==> config.mk <==
export PLATFORM = sky130hd
export DESIGN_NAME = hazard_scoreboard
export DESIGN_NICKNAME = d
export VERILOG_FILES = /design/src/rtl/hazard_scoreboard.sv
export SDC_FILE = /design/constraint.sdc
export NUM_CORES = 1
export LEC_CHECK = 0
export CAP_MARGIN = 20
export CELL_PAD_IN_SITES_DETAIL_PLACEMENT = 0
export CELL_PAD_IN_SITES_GLOBAL_PLACEMENT = 2
export CORE_MARGIN = 4
export CORE_UTILIZATION = 34
export DETAILED_ROUTE_END_ITERATION = 8
export DONT_BUFFER_PORTS = 1
export PLACE_DENSITY_LB_ADDON = 0.05
export SYNTH_ARGS = -nofsm -noshare
export SYNTH_HDL_FRONTEND = slang
export SYNTH_SLANG_ARGS = --single-unit
==> constraint.sdc <==
create_clock -name clk -period 1.78 [get_ports clk]
set_input_delay 0.356 -clock clk [delete_from_list [all_inputs] [get_ports clk]]
set_output_delay 0.356 -clock clk [all_outputs]
set_load 0.1 [all_outputs]
==> src/rtl/hazard_scoreboard.sv <==
// Shift-register scoreboard of in-flight register writes. It produces a load-use stall
// and registered EX-stage forwarding selects. Optional counters are enabled with HAZARD_STATS_EN.
module hazard_scoreboard #(
  parameter  int REG_ADDR_W = 5,
  parameter  int DEPTH      = 3,
  parameter  int LOAD_LAT   = 1,
  localparam int SEL_W      = $clog2(DEPTH + 1)
) (
  input  logic                  clk,
  input  logic                  rst_n,
  input  logic                  issue_valid,
  input  logic [REG_ADDR_W-1:0] issue_rd,
  input  logic                  issue_regwrite,
  input  logic                  issue_is_load,
  input  logic                  flush,
  input  logic [REG_ADDR_W-1:0] src_a,
  input  logic [REG_ADDR_W-1:0] src_b,
  input  logic                  src_a_used,
  input  logic                  src_b_used,
  output logic                  stall,
  output logic [SEL_W-1:0]      fwd_a,
  output logic [SEL_W-1:0]      fwd_b
`ifdef HAZARD_STATS_EN
  ,
  output logic [15:0]           stall_cnt,
  output logic [15:0]           fwd_cnt
`endif
);

  localparam logic [SEL_W-1:0] LOAD_LAT_SEL = SEL_W'(LOAD_LAT);
  localparam logic [SEL_W-1:0] DEPTH_SEL    = SEL_W'(DEPTH);

  // Stage k holds the tag of the instruction k stages past ID.
  logic                  r_valid [1:DEPTH];
  logic [REG_ADDR_W-1:0] r_rd    [1:DEPTH];
  logic                  r_load  [1:DEPTH];
  logic [SEL_W-1:0]      r_fwd   [2];

  logic [REG_ADDR_W-1:0] w_src      [2];
  logic                  w_used     [2];
  logic                  w_hit      [2];
  logic [SEL_W-1:0]      w_k        [2];
  logic                  w_ld       [2];
  logic [SEL_W-1:0]      w_fwd_nxt  [2];
  logic                  w_stall_raw;
  logic                  w_stall;
  logic                  w_issue;

  assign w_src[0]  = src_a;
  assign w_src[1]  = src_b;
  assign w_used[0] = src_a_used;
  assign w_used[1] = src_b_used;

  always_comb begin
    // NOTE: every variable gets a default before any conditional write, so no latch is inferred.
    w_stall_raw = 1'b0;
    for (int op = 0; op < 2; op++) begin
      w_hit[op]     = 1'b0;
      w_k[op]       = '0;
      w_ld[op]      = 1'b0;
      w_fwd_nxt[op] = '0;
    end
    // NOTE: blocking assignments here, so the later statements see the values just computed.
    // The scan runs oldest to youngest, so the smallest matching stage is the one kept.
    for (int op = 0; op < 2; op++) begin
      for (int k = DEPTH; k >= 1; k--) begin
        if (w_used[op] && r_valid[k] && (r_rd[k] == w_src[op]) && (w_src[op] != '0)) begin
          w_hit[op] = 1'b1;
          w_k[op]   = SEL_W'(k);
          w_ld[op]  = r_load[k];
        end
      end
      if (w_hit[op] && w_ld[op] && (w_k[op] <= LOAD_LAT_SEL))
        w_stall_raw = 1'b1;
    end
    w_stall = ~flush & w_stall_raw;
    w_issue = issue_valid & ~w_stall & ~flush;
    // A producer in the last stage has already written the regfile, which the consumer reads directly.
    for (int op = 0; op < 2; op++) begin
      if (w_issue && w_hit[op] && (w_k[op] != DEPTH_SEL))
        w_fwd_nxt[op] = SEL_W'(w_k[op] + 1'b1);
    end
  end

  assign stall = w_stall;
  assign fwd_a = r_fwd[0];
  assign fwd_b = r_fwd[1];

  always_ff @(posedge clk or negedge rst_n) begin
    // NOTE: the tag array is a handful of flops rather than a RAM, so it is cleared on reset.
    if (!rst_n) begin
      for (int k = 1; k <= DEPTH; k++) begin
        r_valid[k] <= 1'b0;
        r_rd[k]    <= '0;
        r_load[k]  <= 1'b0;
      end
      r_fwd[0] <= '0;
      r_fwd[1] <= '0;
    end else begin
      // NOTE: non-blocking assignments, so every stage shifts using its pre-edge neighbour.
      for (int k = DEPTH; k >= 2; k--) begin
        r_valid[k] <= r_valid[k-1];
        r_rd[k]    <= r_rd[k-1];
        r_load[k]  <= r_load[k-1];
      end
      r_valid[1] <= w_issue & issue_regwrite & (issue_rd != '0);
      r_rd[1]    <= issue_rd;
      r_load[1]  <= issue_is_load;
      r_fwd[0]   <= w_fwd_nxt[0];
      r_fwd[1]   <= w_fwd_nxt[1];
    end
  end

`ifdef HAZARD_STATS_EN
  logic [15:0] r_stall_cnt;
  logic [15:0] r_fwd_cnt;
  logic [1:0]  w_fwd_inc;
  logic [16:0] w_fwd_sum;

  assign w_fwd_inc = {1'b0, (w_fwd_nxt[0] != '0)} + {1'b0, (w_fwd_nxt[1] != '0)};
  assign w_fwd_sum = {1'b0, r_fwd_cnt} + {15'd0, w_fwd_inc};

  always_ff @(posedge clk or negedge rst_n) begin
    if (!rst_n) begin
      r_stall_cnt <= '0;
      r_fwd_cnt   <= '0;
    end else begin
      if (w_stall && (r_stall_cnt != 16'hFFFF))
        r_stall_cnt <= r_stall_cnt + 16'd1;
      r_fwd_cnt <= w_fwd_sum[16] ? 16'hFFFF : w_fwd_sum[15:0];
    end
  end

  assign stall_cnt = r_stall_cnt;
  assign fwd_cnt   = r_fwd_cnt;
`endif

endmodule
* After elaboration in Yosys (flattened, before gate mapping)
Cells that the tools add are included.
** Cells by class
- $add $sub $neg :: 2
- Multiply operators :: 0
- Divide/modulo/power cells :: 0
- Magnitude comparators :: 2
- Equality and inequality tests :: 8
- Shift-type cells :: 0
- Mux-type cells :: 22
- Bitwise operators :: 7
- Reduce and logical (&&, ||, !) cells :: 29
** Operators by type and width (number)
- equality test 5 bit :: 6
- logical AND 1 bit :: 26
- 2-to-1 mux 2 bit :: 8
- nonzero test 5 bit :: 3
- 2-to-1 mux 1 bit :: 14
- bitwise AND 1 bit :: 5
- adder 2 x 1 -> 2 bit (second input constant) :: 2
- <= comparator 2 x 1 -> 1 bit (second input constant) :: 2
- inequality test 2 bit (second input constant) :: 2
- NOT 1 bit :: 2
** Word-level totals
- Register bits :: 25
- Bits in latches :: 0
- RAM bits :: 0
- Bits in read-only memories :: 0
- Input bits :: 23
- Output and inout port bits :: 5
- Logic and storage cells :: 81
- Memories kept :: 0

* Logic depth before layout (Yosys ltp)
- Depth after elaboration :: 17
- Gate-level depth with buffers :: 8
- Gate-level depth less buffers :: 8

* Worst setup path before layout
No wires, ideal clock.
- Path type :: register -> output
- From :: register r_rd[10] (netlist name)
- To :: output stall
- Arrival time :: 2570 ps
- Data required time :: 1424 ps
- Setup slack :: -1146 ps
- Stages on the path, launching flop included :: 6
- Buffers on the path :: 0
- Cells stage by stage :: dfrtp_1 > xnor2_1 > nand4_1 > nor3_1 > o21a_4 > nor2b_1
** Between the ends
- Word-level cells in the longest chain between the ends :: 9
- Elaborated cells between the ends (all ways) :: 21
- Classes of those cells :: order compare (2); eq/ne (2); mux (8); bitwise (1); reduce/logical (8)
** RTL lines
- start: declaration :: RTL line 35 : logic [REG_ADDR_W-1:0] r_rd [1:DEPTH];
- start signal: indexed assignment :: RTL line 103 : r_rd[k] <= r_rd[k-1];
- equality test 5 bit :: RTL line 67 : if (w_used[op] && r_valid[k] && (r_rd[k] == w_src[op]) && (w_src[op] != '0)) begin
- logical AND 1 bit (2 in a row) :: RTL line 67
- 2-to-1 mux 2 bit / 2-to-1 mux 1 bit (equally long branches) :: RTL line 67
- <= comparator 2 x 1 -> 1 bit / logical AND 1 bit (equally long branches) :: RTL line 73 : if (w_hit[op] && w_ld[op] && (w_k[op] <= LOAD_LAT_SEL))
- logical AND 1 bit :: RTL line 73
- 2-to-1 mux 1 bit :: RTL line 73
- 2-to-1 mux 1 bit * :: RTL line 73
- bitwise AND 1 bit * :: RTL line 76 : w_stall = ~flush & w_stall_raw;
- end: declaration :: RTL line 20 : output logic stall,
Every way passes the cells marked *; elsewhere a longest branch is shown, timed or not.

* Final worst setup path
- From :: register r_rd[13] (netlist name)
- To :: output stall
Same word-level chain as after synthesis.

==> metrics.yaml <==
status: "finished, violations left"
violations: "negative setup slack"
path_buf_inv: 1
yosysSeqAreaShare_pct: 50.9
firstDrtPassIters: 2
drc_errors: 0
pwr-share-seq_pct: 60.9
synth_top_area_cell: "dfrtp_1"
grt_max_degree: 24
setup_violations: 3
clockBufferDepth: 2
path_delay_family: "simple AND/OR/NAND/NOR gates"
intPower_mw: 0.697
cts_num_sinks: 23
dieArea_sq_um: 4310
rsz0062_at_grt: "true"
root_buffer: "clkbuf_4"
min_period_over_period_pct: 122
seqCellArea_sq_um: 576
maxCapViolations: 0
p_clk_share_pct: 26.5
gp_congestion: 0.765
worst_slack_ns: -0.385
worstPathArrival_ns: 1.81
placed_cells: 155
critPathMaxFanout: 5
min_path_type: "input port to flop"
clkTransAtPathRegs_ns: 0.13
synth_area_sq_um: 1130
relSlewSlack_pct: 63.3
drive_above_1_share_pct: 30.1
power-per-cell-area_nw_per_um2: 630
pre_cts_ws_ns: -0.328
critical-path-slowest-cell: "dfrtp_1"
rows: 20
yosys_warnings: 0
diodes: 0
hold_violations: 0
syn_nets: 125
end_kind: "output pin"
fin_crit_ns: 2.16
die_w_um: 65.6
die_h_um: 65.6
drtIter0Drc: 44
syn_area_per_cell_sq_um: 11.3
layout_commonest_cell: "xnor2_1"
start_util_pct: 36.1
ys_types: 18
crit_type: "flop to output pin"
final_cell_mix: "xnor2_1 (28), dfrtp_1 (23), buf_4 (15), nand4_1 (6), nand2_1 (6)"
wirelength_mm: 2.49
fill_cells: 319
combinationalPowerShare_pct: 12.5
finalPower_mw: 0.929
vias: 795
p_sw_mw: 0.232
port_buffers: 0
grt_overflow: 0
worstPathRequired_ns: 1.42
pin_count: 28
cts_tree: "yes"
peakVddDrop_uv: 289
timing.fmax_mhz: 462
sw_frac_of_total_pct: 25.0
syn_inst: 100
skew_ns: 0.00854
dp_hpwl_mm: 1.94
power_leakage_nw: 0.587
synth-seq-cells: 23
layout.cells.non_filler: 167
grt_pass1_vias: 808
area_growth_pct: 30.5
routed_via_density: 4.76
grtUsageTotal_pct: 12.1
multi_input_area_sq_um: 637
cts_buffers: 3
grt_pass1_wl_mm: 3.88
cts_htree_levels: 1
max_stage_delay_ns: 0.45
insertion_delay_ns: 0.31
post_drt_wl_per_cell_um: 14.9
slew_violations: 0
synth_area_leaders: "dfrtp_1 (51%), xnor2_1 (23%), nand4_1 (3.3%)"
final_nets: 149
synth.top_cell.area_share_pct: 50.9
core_area_sq_um: 3130
crit_chain: "xnor2_1, nand4_1, nor3_4, o21a_4, nor2b_4, buf_12"
tightestPinTransition_ns: 0.548
ant_nets: 0
critPathLaunchType: "flop"
antenna_found_initial: 0
path summary, 6_finish.rpt:
kind / from / cells after the start / slack, ns / end
max: r_rd[13]$_DFF_PN0_ / 6 / -0.38 / stall
max in group asynchronous: rst_n / 2 / 0.85 / r_valid[1]$_DFF_PN0_
max reg2reg: r_rd[9]$_DFF_PN0_ / 9 / -0.09 / fwd_b[1]$_DFF_PN0_
min reg2reg: r_valid[2]$_DFF_PN0_ / 0 / 0.42 / r_valid[1]$_DFF_PN0_
min: issue_rd[3] / 0 / 0.05 / r_rd[13]$_DFF_PN0_
min in group asynchronous: rst_n / 1 / 0.45 / r_rd[2]$_DFF_PN0_
worst reg2reg max path, delay by kind of cell, from the launching register on:
kind,cells,cell delay (ns)
AND/OR/NAND/NOR,3,0.45
buffers and inverters,2,0.20
XOR/XNOR,1,0.15
adder cells (fa/ha/maj),1,0.30
flip-flops,1,0.42
AO/OA/AOI/OAI,2,0.24
repair_timing:
| action | in CTS | in global routing |
|---|---|---|
| endpoints found under the hold margin | 23 | 0 |
| resized for setup | 5 | 9 |
| setup buffers | 2 | 4 |
| setup endpoints to repair | 5 | 5 |
| pin swaps | 3 | 5 |
| hold buffers | 1 | 0 |
metrics by stage:
step / hold WS [ns] / area, sq um / TNS (ns) / util (%)
floorplan: 0.0604 / 1140 / -0.542 / -
global placement: 0.0610 / 1290 / -1.07 / 41.3
detailed placement: 0.0610 / 1290 / -1.25 / 41.3
CTS: 0.0341 / 1380 / -0.551 / 44.0
global route: 0.0136 / 1470 / -1.13 / 47.1
finish: 0.0522 / 1470 / -0.608 / 47.1
flip-flops by register name (all words and copies together) (netlist names):
register / cells
fwd_a: 2
r_load: 1
fwd_b: 2
r_rd: 15
r_valid: 3
logic make-up after synthesis:
| group | after synthesis | share of synthesized area, % |
|---|---|---|
| xor gates and xnor gates | 30 | 23.3 |
| and+or+nand+nor | 36 | 17.6 |
| buffers and inverters | 2 | 0.665 |
| DFF | 23 | 50.9 |
| AOI/OAI and AO/OA | 7 | 5.31 |
| adders and majority gates | 2 | 2.21 |
Yosys cell counts:
library cell and instances:
dfrtp_1 23, inv_1 2, o21ai_0 1, o31ai_1 1, xnor2_1 30, nand4_1 6
nor4_1 4, o21a_4 1, nand2b_1 4, nor3_1 7, a21o_1 2, ha_1 2
or4_1 3, nand2_1 6, o21ai_2 2, nor2_1 4, nor3_2 1, nor2b_1 1
power groups by stage:
stage	clock network, mW	logic [mW]	registers [mW]
2_1_floorplan	0	0.0739	0.571
3_3_place_gp	0	0.0837	0.578
3_5_place_dp	0	0.0845	0.578
4_1_cts	0.267	0.101	0.568
5_1_grt	0.292	0.128	0.569
6_report	0.246	0.116	0.566
final cells by class:
cell class,count,area share [%]
Clock buffer,3,1.53
Sequential cell,23,39.0
Timing Repair Buffer,19,11.5
Tap cell,44,3.74
Clock inverter,1,0.509
Inverter,2,0.509
Multi-Input combinational cell,75,43.2
layer usage:
metal	wire length [um]	share of wire (%)	track usage [%]
met2	1130	45	16.8
met5	0	0	0
met4	13	0.52	3.11
met3	160	6.4	3.93
met1	1190	48	17.8
Power figures use the tool's default switching activity.
